`config.mk`:
```
export PLATFORM = sky130hd
export DESIGN_NAME = branch_target_buffer
export DESIGN_NICKNAME = d
export VERILOG_FILES = /design/src/rtl/core_pkg.sv /design/src/rtl/branch_target_buffer_sat_counter.sv /design/src/rtl/branch_target_buffer.sv
export SDC_FILE = /design/constraint.sdc
export NUM_CORES = 1
export LEC_CHECK = 0
export ABC_AREA = 1
export BUFFER_PORTS_ARGS = -buffer_cell sky130_fd_sc_hd__buf_2
export CAP_MARGIN = 5
export CORE_ASPECT_RATIO = 1.1
export CORE_MARGIN = 4
export CORE_UTILIZATION = 50
export DETAILED_ROUTE_END_ITERATION = 10
export GPL_TIMING_DRIVEN = 0
export PLACE_DENSITY = 0.66
export SLEW_MARGIN = 25
export SYNTH_ARGS = -nofsm -noshare
export SYNTH_HDL_FRONTEND = slang
export SYNTH_SLANG_ARGS = --single-unit
```
`constraint.sdc`:
```
create_clock -name clk -period 3.9 [get_ports clk]
set_clock_uncertainty 0.05 [all_clocks]
set_input_delay 0.39 -clock clk [delete_from_list [all_inputs] [get_ports clk]]
set_output_delay 0.39 -clock clk [all_outputs]
set_load 0.02 [all_outputs]
```
`src/rtl/core_pkg.sv`:
```
// Shared definitions for the branch target buffer.
// Counter encodings are functions of the counter width, so one package
// serves every CTR_W:
//   ctr_snt      - strongly not taken (all zeros)
//   ctr_wt(w)    - weakly taken (MSB set, all other bits clear)
//   ctr_st(w)    - strongly taken (all ones)
package core_pkg;

  localparam logic [31:0] CTR_SNT = 32'd0;

  function automatic logic [31:0] ctr_wt(input int unsigned w);
    return 32'd1 << (w - 1);
  endfunction

  function automatic logic [31:0] ctr_st(input int unsigned w);
    return (32'd1 << w) - 32'd1;
  endfunction

endpackage

```
`src/rtl/branch_target_buffer_sat_counter.sv`:
```
// Saturating up/down counter with a synchronous load.
// Ports:
//   clk, reset  - clock and synchronous active-high reset (clears to 0)
//   inc, dec    - step up / step down, clamped at all-ones / zero
//   load        - load load_val; takes priority over inc and dec
//   count       - current value
module sat_counter
  import core_pkg::*;
#(
  parameter int CTR_W = 2
) (
  input  logic             clk,
  input  logic             reset,
  input  logic             inc,
  input  logic             dec,
  input  logic             load,
  input  logic [CTR_W-1:0] load_val,
  output logic [CTR_W-1:0] count
);

  localparam logic [CTR_W-1:0] MAX_V = CTR_W'(ctr_st(CTR_W));
  localparam logic [CTR_W-1:0] MIN_V = CTR_W'(CTR_SNT);

  always_ff @(posedge clk) begin
    if (reset) begin
      count <= '0;
    end else if (load) begin
      count <= load_val;
    end else if (inc) begin
      if (count != MAX_V) count <= count + 1'b1;
    end else if (dec) begin
      if (count != MIN_V) count <= count - 1'b1;
    end
  end

endmodule

```
`src/rtl/branch_target_buffer.sv`:
```
// Direct-mapped branch target buffer with per-entry saturating direction
// counters, sitting beside fetch.
// Ports:
//   clk, reset         - clock, synchronous active-high reset
//   lookup_pc          - fetch PC; pred_hit/pred_taken/pred_target are
//                        combinational from stored state
//   upd_en, upd_pc,
//   upd_taken,
//   upd_target         - resolved-branch training from execute
//   upd_mispred        - misprediction flag, counted when upd_en is high
//   flush              - invalidate all entries (wins over a same-cycle update)
//   mispred_count      - saturating misprediction statistic
module branch_target_buffer
  import core_pkg::*;
#(
  parameter int ADDR_W  = 16,
  parameter int ENTRIES = 16,
  parameter int CTR_W   = 2,
  parameter int STAT_W  = 16
) (
  input  logic              clk,
  input  logic              reset,
  input  logic [ADDR_W-1:0] lookup_pc,
  output logic              pred_hit,
  output logic              pred_taken,
  output logic [ADDR_W-1:0] pred_target,
  input  logic              upd_en,
  input  logic [ADDR_W-1:0] upd_pc,
  input  logic              upd_taken,
  input  logic [ADDR_W-1:0] upd_target,
  input  logic              upd_mispred,
  input  logic              flush,
  output logic [STAT_W-1:0] mispred_count
);

  localparam int IDX_W = $clog2(ENTRIES);
  localparam int TAG_W = ADDR_W - IDX_W;
  localparam logic [CTR_W-1:0] CTR_WT = CTR_W'(ctr_wt(CTR_W));

  // Table lives in flops so the lookup can be asynchronous.
  logic [ENTRIES-1:0] valid_q;
  logic [TAG_W-1:0]   tag_q    [ENTRIES];
  logic [ADDR_W-1:0]  target_q [ENTRIES];
  logic [CTR_W-1:0]   ctr_q    [ENTRIES];

  // Lookup path
  logic [IDX_W-1:0] lk_idx;
  logic [TAG_W-1:0] lk_tag;
  assign lk_idx = lookup_pc[IDX_W-1:0];
  assign lk_tag = lookup_pc[ADDR_W-1:IDX_W];

  assign pred_hit    = valid_q[lk_idx] && (tag_q[lk_idx] == lk_tag);
  assign pred_taken  = pred_hit && ctr_q[lk_idx][CTR_W-1];
  assign pred_target = pred_hit ? target_q[lk_idx] : '0;

  // Update path; flush suppresses the whole update, including allocation.
  logic [IDX_W-1:0] up_idx;
  logic [TAG_W-1:0] up_tag;
  logic             up_hit;
  logic             upd_go;
  assign up_idx = upd_pc[IDX_W-1:0];
  assign up_tag = upd_pc[ADDR_W-1:IDX_W];
  assign up_hit = valid_q[up_idx] && (tag_q[up_idx] == up_tag);
  assign upd_go = upd_en && !flush;

  always_ff @(posedge clk) begin
    if (reset) begin
      valid_q <= '0;
      for (int i = 0; i < ENTRIES; i++) begin
        tag_q[i]    <= '0;
        target_q[i] <= '0;
      end
    end else if (flush) begin
      valid_q <= '0;
    end else if (upd_go && upd_taken) begin
      // Taken hit refreshes the target; taken miss overwrites the slot.
      target_q[up_idx] <= upd_target;
      if (!up_hit) begin
        valid_q[up_idx] <= 1'b1;
        tag_q[up_idx]   <= up_tag;
      end
    end
  end

  for (genvar i = 0; i < ENTRIES; i++) begin : g_ctr
    logic sel;
    assign sel = upd_go && (up_idx == IDX_W'(i));
    sat_counter #(.CTR_W(CTR_W)) u_ctr (
      .clk      (clk),
      .reset    (reset),
      .inc      (sel && up_hit && upd_taken),
      .dec      (sel && up_hit && !upd_taken),
      .load     (sel && !up_hit && upd_taken),
      .load_val (CTR_WT),
      .count    (ctr_q[i])
    );
  end

  // Counts even when flush drops the update.
  always_ff @(posedge clk) begin
    if (reset) begin
      mispred_count <= '0;
    end else if (upd_en && upd_mispred && (mispred_count != '1)) begin
      mispred_count <= mispred_count + 1'b1;
    end
  end

endmodule

```
==> results.yml <==
logic_synthesis:
  ys_ff_latch: 512
  synth_top_area_share: 0.510
  synth_area_um2: 26400
  yosysUniqueCellTypes: 42
  ys.flop_type: "edfxtp_1"
  synth_area_leaders: "edfxtp_1 51%, nand2_1 12%, nor2_1 9.4%"
  yosysSeqAreaShare: 0.559
  yosys.area.top_type: "edfxtp_1"
  synth.most_common_cell: "nand2_1"
  synth.avg_cell_area_um2: 8.38
  synth_nets: 3200
  yosysWarnings: 0
  synth_async_sr_flop_share: 0
  synth_edf_count: 448
  ys_top_cells_by_count: "814 x nand2_1, 662 x nor2_1, 448 x edfxtp_1"
  synth_cells: 3145
die:
  die_h_um: 249
  num_rows: 88
  die_area_um2: 56500
  core_area_um2: 52300
  ioPinCount: 88
  die_w_um: 227
  initial_core_util: 0.504
layout:
  final_core_util: 0.569
  fillCellCount: 4820
  fin_nets: 3343
  antenna_cells: 0
  final_area_um2: 29800
  drive_gt1_frac: 0.109
  syn2layout_area_growth_pct: 12.9
critical_path:
  endpoint_kind: "output port"
  crit_type: "input port to output port"
  arrival_ns: 3.44
  cp-start-kind: "input port"
  critPathRequiredTime_ns: 3.46
  worstPathMaxFanout: 10
pwr:
  leakagePower_nw: 11.9
  ir_drop_v: 0.000441
  p_per_area_nw_per_um2: 452
clock_tree:
  cts_tree: "yes"
  clk_pin_slew_ns: 0.06
  clock_latency_ns: 0.65
  htree_num_levels: 2
  clockBufferDepth: 3
  numCtsBuffers: 54
  root_buffer: "clkbuf_16"
  cts_sinks: 512
grt:
  antenna_found_initial: 2
  grt_pass1_vias: 23905
  overflow: 0
  grt_use_total: 0.385
  grt_pass1_wl_um: 159000
  grt_max_degree: 17
routing:
  num_vias: 25222
  drc: 0
  dr.pass1.iters: 6
  drt_iter0_drc: 3758
  antenna_left: 0
  viasPerCell: 6.29
  routed_wl_um: 112000
  wl_per_cell_um: 27.8
sta:
  fin_crit_ns: 3.88
  fin_ws_ns: 0.0189
  timing.final.crit_share: 0.995
  slew_violations: 0
  tightest_slew_ns: 1.06
  fmax_ghz: 0.258
  final_hold_viol_count: 0
  whs_ns: 0.0521
  rsz0062_at_grt: "no"
  slew_headroom: 0.289
  setup_violations: 0
placed_design:
  dpl.hpwl_um: 77900
  pre_cts_slack_ns: -1.22
  place_area_um2: 27600
  portBuffers: 82
  globalplace.congestion: 0.988
run_status:
  status: "finished, final reports clean"
hold_path:
  hold_path_class: "input port to register"
run:
  drv_cap: 0
-- power breakdown --
group          switching [W]  internal, W  leakage, nW
Clock                0.00240      0.00326        0.938
Combinational        0.00113     0.000346         6.21
Sequential          0.000102      0.00620         4.77
Total                0.00363      0.00981         11.9
-- worst max-delay path, stage by stage --
cell	delay (ns)
buf_2	0.15
buf_2	0.34
clkbuf_4	0.37
nor2_1	0.09
o221ai_1	0.30
nand3_1	0.25
nand2_1	0.19
xnor2_1	0.13
nand3_1	0.10
nor2_1	0.20
nand2_4	0.22
buf_2	0.29
nor2_2	0.20
buf_2	0.20
-- per-stage QoR --
stage	instances	setup TNS [ns]	total power (W)
after floorplan	3145	0	0.00718
after global placement	3902	-318.06	0.00778
after detailed placement	3902	-323.38	0.00780
after CTS	4006	0	0.0133
after global routing	4009	0	0.0137
final	4009	0	0.0134
-- area by class of cell --
cell class / instances / area, um^2 / area share
clock buffer: 61 / 1400 / 0.0470
timing repair buffer: 87 / 463 / 0.0156
multi-input combinational: 2212 / 9970 / 0.335
sequential: 512 / 14700 / 0.495
tap: 675 / 845 / 0.0284
buffer: 219 / 1090 / 0.0366
inverter: 202 / 761 / 0.0256
clock inverter: 41 / 507 / 0.0170
-- cells by family (layout without fill, tap and decap cells) --
family                     count (synthesis)  after routing  share of synthesized area
xor gates and xnor gates                   5              5                    0.00166
and+or+nand+nor                         1652           1652                      0.249
AOI/OAI and AO/OA                        554            554                      0.123
buffers and inverters                    421            610                     0.0669
DFF                                      512            512                      0.559
adders and majority gates                  1              1                   0.000475
-- worst paths after layout --
check,startpoint,to,slack [ns],depth (start not counted)
hold reg to reg,valid_q[15],valid_q[15],0.42,2
setup reg to reg,tag_q[5][8],tag_q[9][6],0.15,15
setup / recovery,lookup_pc[0],pred_target[7],0.02,14
hold / removal,upd_en,mispred_count[12],0.05,3
-- layout by cell type, fill, tap and decap left out, types with 47 or more instances in the layout --
master / instances
nand2_1: 804
nor2_1: 660
edfxtp_1: 448
a21oi_1: 226
inv_1: 170
o21ai_0: 164
buf_2: 140
clkbuf_1: 94
nand3_1: 82
dfxtp_1: 64
clkbuf_16: 54
nand4_1: 53
a221oi_1: 47
-- repair_timing --
action	4_1_cts	5_1_grt
pin swaps	1	1
buffers inserted	1	3
endpoints found under the hold margin	1	0
gates resized for setup	38	64
cloned	0	0
hold buffers	1	0
endpoints found under the setup margin	213	126
-- flip-flops by register name, summed over array words and instances, names as in the netlist --
| name | cells |
|---|---|
| g_ctr.u_ctr.count | 32 |
| mispred_count | 16 |
| valid_q | 16 |
| tag_q | 192 |
| target_q | 256 |
-- layer usage --
metal	GRT usage	vias up	part of all wire
li1	-	10871	-
met1	0.484	11962	0.35
met2	0.601	1956	0.45
met3	0.0838	433	0.12
met4	0.246	0	0.080
met5	0	-	0
No activity file was read; power rests on OpenSTA's default activity.
